<file path="src/rtl/phj_phase_sequencer.sv">
// Phase controller for the partitioned hash join pipeline.
// Sequences IDLE -> BUILD -> BUILD_DRAIN -> PROBE -> FLUSH -> DONE. It gates
// the per-lane build and probe valid/ready handshakes so that no probe tuple
// reaches the hash tables before every partition has finished building. It
// also counts the tuples accepted in each phase and pulses done once the final
// output beat has left the stream-to-AXI converter.
//
// Ports:
//   clk, reset            rising-edge clock, synchronous active-high reset
//   start, abort          single-cycle job start, synchronous job abort
//   build_in_*/out_*      build stream valid/ready, converter <-> build hasher
//   probe_in_*/out_*      probe stream valid/ready, converter <-> probe hasher
//   build_last_processed  per-table "build finished" indication (level or pulse)
//   probe_last_processed  per-storage "probe finished" indication (level or pulse)
//   out_last_beat         final AXI output beat handshake
//   phase, busy, done     encoded state, not-idle flag, one-cycle completion pulse
//   build_cnt, probe_cnt  saturating counts of tuples accepted in this job
module phj_phase_sequencer #(
  parameter int unsigned NUM_PART     = 8,
  parameter int unsigned CNT_W        = 32,
  parameter int unsigned DRAIN_CYCLES = 16
) (
  input  logic                clk,
  input  logic                reset,
  input  logic                start,
  input  logic                abort,
  input  logic [NUM_PART-1:0] build_in_valid,
  output logic [NUM_PART-1:0] build_in_ready,
  output logic [NUM_PART-1:0] build_out_valid,
  input  logic [NUM_PART-1:0] build_out_ready,
  input  logic [NUM_PART-1:0] probe_in_valid,
  output logic [NUM_PART-1:0] probe_in_ready,
  output logic [NUM_PART-1:0] probe_out_valid,
  input  logic [NUM_PART-1:0] probe_out_ready,
  input  logic [NUM_PART-1:0] build_last_processed,
  input  logic [NUM_PART-1:0] probe_last_processed,
  input  logic                out_last_beat,
  output logic [2:0]          phase,
  output logic                busy,
  output logic                done,
  output logic [CNT_W-1:0]    build_cnt,
  output logic [CNT_W-1:0]    probe_cnt
);

  localparam logic [2:0] S_IDLE        = 3'd0;
  localparam logic [2:0] S_BUILD       = 3'd1;
  localparam logic [2:0] S_BUILD_DRAIN = 3'd2;
  localparam logic [2:0] S_PROBE       = 3'd3;
  localparam logic [2:0] S_FLUSH       = 3'd4;
  localparam logic [2:0] S_DONE        = 3'd5;

  localparam int unsigned PC_W    = $clog2(NUM_PART + 1);
  localparam int unsigned SUM_W   = CNT_W + 1;
  localparam int unsigned DRAIN_W = (DRAIN_CYCLES < 2) ? 1 : $clog2(DRAIN_CYCLES + 1);
  localparam bit          SKIP_DRAIN = (DRAIN_CYCLES == 0);

  localparam logic [NUM_PART-1:0] LANES_ALL = '1;
  localparam logic [CNT_W-1:0]    CNT_MAX   = '1;

  logic [2:0]          state_q, state_d;
  logic [DRAIN_W-1:0]  drain_q, drain_d;
  logic [NUM_PART-1:0] build_mask_q, build_mask_d;
  logic [NUM_PART-1:0] probe_mask_q, probe_mask_d;
  logic                last_seen_q, last_seen_d;
  logic [CNT_W-1:0]    build_cnt_q, build_cnt_d;
  logic [CNT_W-1:0]    probe_cnt_q, probe_cnt_d;
  logic                busy_q, busy_d;
  logic                done_q, done_d;

  logic                build_open_c, probe_open_c;
  logic                build_all_c, probe_all_c;

  // Number of lanes set in a lane vector.
  function automatic logic [PC_W-1:0] popcount(input logic [NUM_PART-1:0] v);
    logic [PC_W-1:0] c;
    c = '0;
    for (int unsigned i = 0; i < NUM_PART; i++) begin
      c = c + PC_W'(v[i]);
    end
    return c;
  endfunction

  // Counter add that sticks at all-ones instead of wrapping.
  function automatic logic [CNT_W-1:0] sat_add(input logic [CNT_W-1:0] a,
                                               input logic [PC_W-1:0]  b);
    logic [SUM_W-1:0] s;
    s = SUM_W'(a) + SUM_W'(b);
    return s[CNT_W] ? CNT_MAX : s[CNT_W-1:0];
  endfunction

  // Gates: abort closes them in the same cycle it is raised.
  assign build_open_c = (state_q == S_BUILD) && !abort;
  assign probe_open_c = (state_q == S_PROBE) && !abort;

  assign build_out_valid = build_open_c ? build_in_valid  : '0;
  assign build_in_ready  = build_open_c ? build_out_ready : '0;
  assign probe_out_valid = probe_open_c ? probe_in_valid  : '0;
  assign probe_in_ready  = probe_open_c ? probe_out_ready : '0;

  // A last indication arriving in the checking cycle counts toward completion.
  assign build_all_c = ((build_mask_q | build_last_processed) == LANES_ALL);
  assign probe_all_c = ((probe_mask_q | probe_last_processed) == LANES_ALL);

  // Next-state, masks, drain counter and tuple counters.
  always_comb begin
    state_d      = state_q;
    drain_d      = drain_q;
    build_mask_d = build_mask_q;
    probe_mask_d = probe_mask_q;
    last_seen_d  = last_seen_q;
    build_cnt_d  = sat_add(build_cnt_q, popcount(build_out_valid & build_out_ready));
    probe_cnt_d  = sat_add(probe_cnt_q, popcount(probe_out_valid & probe_out_ready));

    if (state_q == S_BUILD) begin
      build_mask_d = build_mask_q | build_last_processed;
    end
    if (state_q == S_PROBE) begin
      probe_mask_d = probe_mask_q | probe_last_processed;
    end
    if (((state_q == S_PROBE) || (state_q == S_FLUSH)) && out_last_beat) begin
      last_seen_d = 1'b1;
    end

    if (abort) begin
      // Counters keep their values so software can inspect an aborted job.
      state_d      = S_IDLE;
      drain_d      = '0;
      build_mask_d = '0;
      probe_mask_d = '0;
      last_seen_d  = 1'b0;
    end else begin
      case (state_q)
        S_IDLE: begin
          if (start) begin
            state_d      = S_BUILD;
            drain_d      = '0;
            build_mask_d = '0;
            probe_mask_d = '0;
            last_seen_d  = 1'b0;
            build_cnt_d  = '0;
            probe_cnt_d  = '0;
          end
        end
        S_BUILD: begin
          if (build_all_c) begin
            if (SKIP_DRAIN) begin
              state_d = S_PROBE;
            end else begin
              state_d = S_BUILD_DRAIN;
              drain_d = DRAIN_W'(DRAIN_CYCLES);
            end
          end
        end
        S_BUILD_DRAIN: begin
          // Loaded with DRAIN_CYCLES; leaves on the cycle it reads 1.
          drain_d = drain_q - DRAIN_W'(1);
          if (drain_q == DRAIN_W'(1)) begin
            state_d = S_PROBE;
          end
        end
        S_PROBE: begin
          if (probe_all_c) begin
            state_d = S_FLUSH;
          end
        end
        S_FLUSH: begin
          if (last_seen_q || out_last_beat) begin
            state_d = S_DONE;
          end
        end
        S_DONE: begin
          state_d = S_IDLE;
        end
        default: begin
          state_d = S_IDLE;
        end
      endcase
    end

    busy_d = (state_d != S_IDLE);
    done_d = (state_d == S_DONE);
  end

  // State and counter registers.
  always_ff @(posedge clk) begin
    if (reset) begin
      state_q      <= S_IDLE;
      drain_q      <= '0;
      build_mask_q <= '0;
      probe_mask_q <= '0;
      last_seen_q  <= 1'b0;
      build_cnt_q  <= '0;
      probe_cnt_q  <= '0;
      busy_q       <= 1'b0;
      done_q       <= 1'b0;
    end else begin
      state_q      <= state_d;
      drain_q      <= drain_d;
      build_mask_q <= build_mask_d;
      probe_mask_q <= probe_mask_d;
      last_seen_q  <= last_seen_d;
      build_cnt_q  <= build_cnt_d;
      probe_cnt_q  <= probe_cnt_d;
      busy_q       <= busy_d;
      done_q       <= done_d;
    end
  end

  assign phase     = state_q;
  assign busy      = busy_q;
  assign done      = done_q;
  assign build_cnt = build_cnt_q;
  assign probe_cnt = probe_cnt_q;

endmodule

</file>
<file path="config.mk">
export PLATFORM = sky130hd
export DESIGN_NAME = phj_phase_sequencer
export DESIGN_NICKNAME = d
export VERILOG_FILES = /design/src/rtl/phj_phase_sequencer.sv
export SDC_FILE = /design/constraint.sdc
export NUM_CORES = 1
export LEC_CHECK = 0
export BUFFER_PORTS_ARGS = -buffer_cell sky130_fd_sc_hd__buf_2
export CORE_UTILIZATION = 45
export DETAILED_ROUTE_END_ITERATION = 8
export PLACE_DENSITY = 0.74
export SYNTH_ARGS = -nofsm -noshare
export SYNTH_HDL_FRONTEND = slang
export SYNTH_SLANG_ARGS = --single-unit
</file>
<file path="constraint.sdc">
create_clock -name clk -period 4.9 [get_ports clk]
set_input_delay 0.245 -clock clk [delete_from_list [all_inputs] [get_ports clk]]
set_output_delay 0.245 -clock clk [all_outputs]
set_load 0.05 [all_outputs]
</file>
==> out/metrics.yaml <==
arrival_ns: 4.93
crit_path_end_kind: "register"
place_area_um2: 5850
die_w_um: 107
die_area_um2: 11400
stdcell_area_um2: 6090
synth_enable_flop_cells: 0
fin_tns_setup_ns: 0
grt_max_degree: 48
clock_sinks: 91
critical_path_required_ns: 5.14
final_common_cell: "buf_2"
htreeDepth: 3
antenna_found_initial: 0
start_util_pct: 47.2
setup_viol: 0
cts_buffer_depth: 2
rows: 37
final_cell_mix: "153 x buf_2, 88 x dfxtp_1, 80 x a21oi_1"
firstDrtPassIters: 4
ioPinCount: 154
yosysSeqAreaShare_pct: 36.9
cts_made_buffers: 9
first_global_vias: 4249
hpwl_mm: 9.14
diodes: 0
die_h_um: 107
avgSynthCellArea_um2: 8.83
relSlewSlack_pct: 57.9
drive_above_1_share_pct: 29.4
clock_latency_ns: 0.37
seq_area_um2: 1830
ys.flop_type: "dfxtp_1"
portBuffers: 153
peakVddDrop_mv: 0.102
ys_types: 61
critPathLaunchType: "register"
path_clk_slew_ns: 0.09
max_freq_ghz: 0.213
syn_nets: 636
grt_pass1_wl_mm: 19.7
drc: 0
postRouteAntennaNets: 0
status: "complete, no violations"
p_total_w: 0.00138
period_share_pct: 95.9
drt-total-wl_mm: 12.2
cts_root_buf: "clkbuf_8"
hold_viol: 0
vias_per_cell: 5.46
grtUsageTotal_pct: 21.5
synthCells: 559
tritoncts: "built"
powerDensity_nw_per_um2: 226
gp_congestion: 0.817
filler_cell_count: 938
tightestPinTransition_ns: 0.627
grt-ovfl-total: 0
reg2regPathDepth: 16
multi_input_area_um2: 2980
slew_viol_final: 0
path_max_fanout: 27
fin_worst_skew_ns: 0.0115
cts-hold-fix-buffers: 0
drt_iter0_drc: 202
fin_nets: 783
wire_per_inst_um: 14.4
drv_cap: 0
min_path_cells: 3
synth_seq_cells: 91
area_delta_synth_final_pct: 23.4
hold_path.class: "input pin to register"
yosys_warnings: 0
min_period_ns: 4.70
async_flop_share_pct: 0
path_class: "register to register"
p_leak_nw: 2.73
dr_total_vias: 4628
core_area_um2: 10500
final_core_util_pct: 58.2
syn-cell-area_um2: 4940
==> stage by stage <==
| step | setup slack [ns] | cells | hold slack, ns |
|---|---|---|---|
| floorplan | 0.0438 | 559 | 0.372 |
| global placement | 0.258 | 829 | 0.447 |
| detailed placement | 0.125 | 829 | 0.459 |
| CTS | 0.113 | 845 | 0.107 |
| global route | -0.000838 | 847 | 0.132 |
| finish | 0.203 | 847 | 0.127 |
==> registers in the layout (all words and copies together) (netlist names) <==
register,cells
probe_mask_q,8
probe_cnt,32
build_cnt,32
drain_q,5
build_mask_q,8
busy,1
last_seen_q,1
phase,3
done,1
==> synthesized netlist by cell type (5+ instances only) <==
cell	n	share of area, %
nand3_1	17	1.7
ha_1	14	3.5
nor3_1	10	1.0
nor2b_1	5	0.63
inv_1	14	1.1
xnor2_1	23	4.1
and2_1	35	4.4
and3_1	24	3.0
clkbuf_1	20	1.5
a31oi_1	9	1.1
nand2_1	28	2.1
o21ai_0	11	1.1
a21oi_1	80	8.1
dfxtp_1	91	37
o22ai_1	8	1.0
xor2_1	26	4.6
a211oi_1	8	1.2
nor2_1	42	3.2
nand4_1	7	0.89
fa_1	10	4.1
==> final timing paths <==
| path | slack [ns] | startpoint | to |
|---|---|---|---|
| max | 0.20 | phase[1] | build_cnt[25] |
| min reg2reg | 0.48 | build_mask_q[1] | build_mask_q[1] |
| max reg2reg | 0.20 | phase[1] | build_cnt[25] |
| min | 0.13 | build_last_processed[1] | build_mask_q[1] |
==> where the power goes <==
part / total, W / internal, W / switching [W]
Clock: 0.000543 / 0.000279 / 0.000264
Sequential: 0.000743 / 0.000741 / 0.00000179
Combinational: 0.0000900 / 0.0000326 / 0.0000574
Total: 0.00138 / 0.00105 / 0.000323
==> per-layer routing <==
metal / wire [um] / share of wire [%] / up-vias / global-route usage, %
li1: - / - / 2299 / -
met2: 5670 / 46 / 140 / 34.4
met1: 5730 / 47 / 2173 / 28.5
met4: 217 / 1.8 / 0 / 9.39
met5: 0 / 0 / - / 0
met3: 591 / 4.8 / 16 / 3.71
==> timing repair <==
item | in CTS | in global routing
resized for setup | 0 | 2
buffers inserted | 0 | 1
setup endpoints to repair | 0 | 53
==> critical path: stages, from the launching register on <==
cell,delay [ns]
dfxtp_2,0.47
nor3b_4,0.07
nor2b_1,0.16
and3_1,0.20
fa_1,0.50
inv_1,0.05
fa_1,0.57
inv_1,0.07
fa_1,0.51
fa_1,0.49
fa_1,0.44
a211o_1,0.30
or3b_2,0.28
nor3_4,0.08
nand2_2,0.10
buf_12,0.18
a31oi_1,0.09
==> cells by family (layout without fill, tap and decap cells) <==
logic type | after synthesis | count (layout) | synth area share (%)
buffers and inverters | 40 | 191 | 3.62
adder cells (fa/ha/maj) | 24 | 24 | 7.60
AND/OR/NAND/NOR | 212 | 213 | 25.9
XOR/XNOR | 49 | 49 | 8.69
flip-flops | 91 | 91 | 36.9
AO/OA/AOI/OAI | 142 | 142 | 17.1
multiplexers | 1 | 1 | 0.203
==> area by class of cell <==
class	count	share of cell area [%]
Sequential cell	91	30.0
Clock buffer	13	2.77
Timing Repair Buffer	161	14.0
Tap cell	136	2.79
Clock inverter	3	0.719
Multi-Input combinational cell	429	48.9
Inverter	14	0.863
Note: power is estimated with default switching activity, not from simulation.
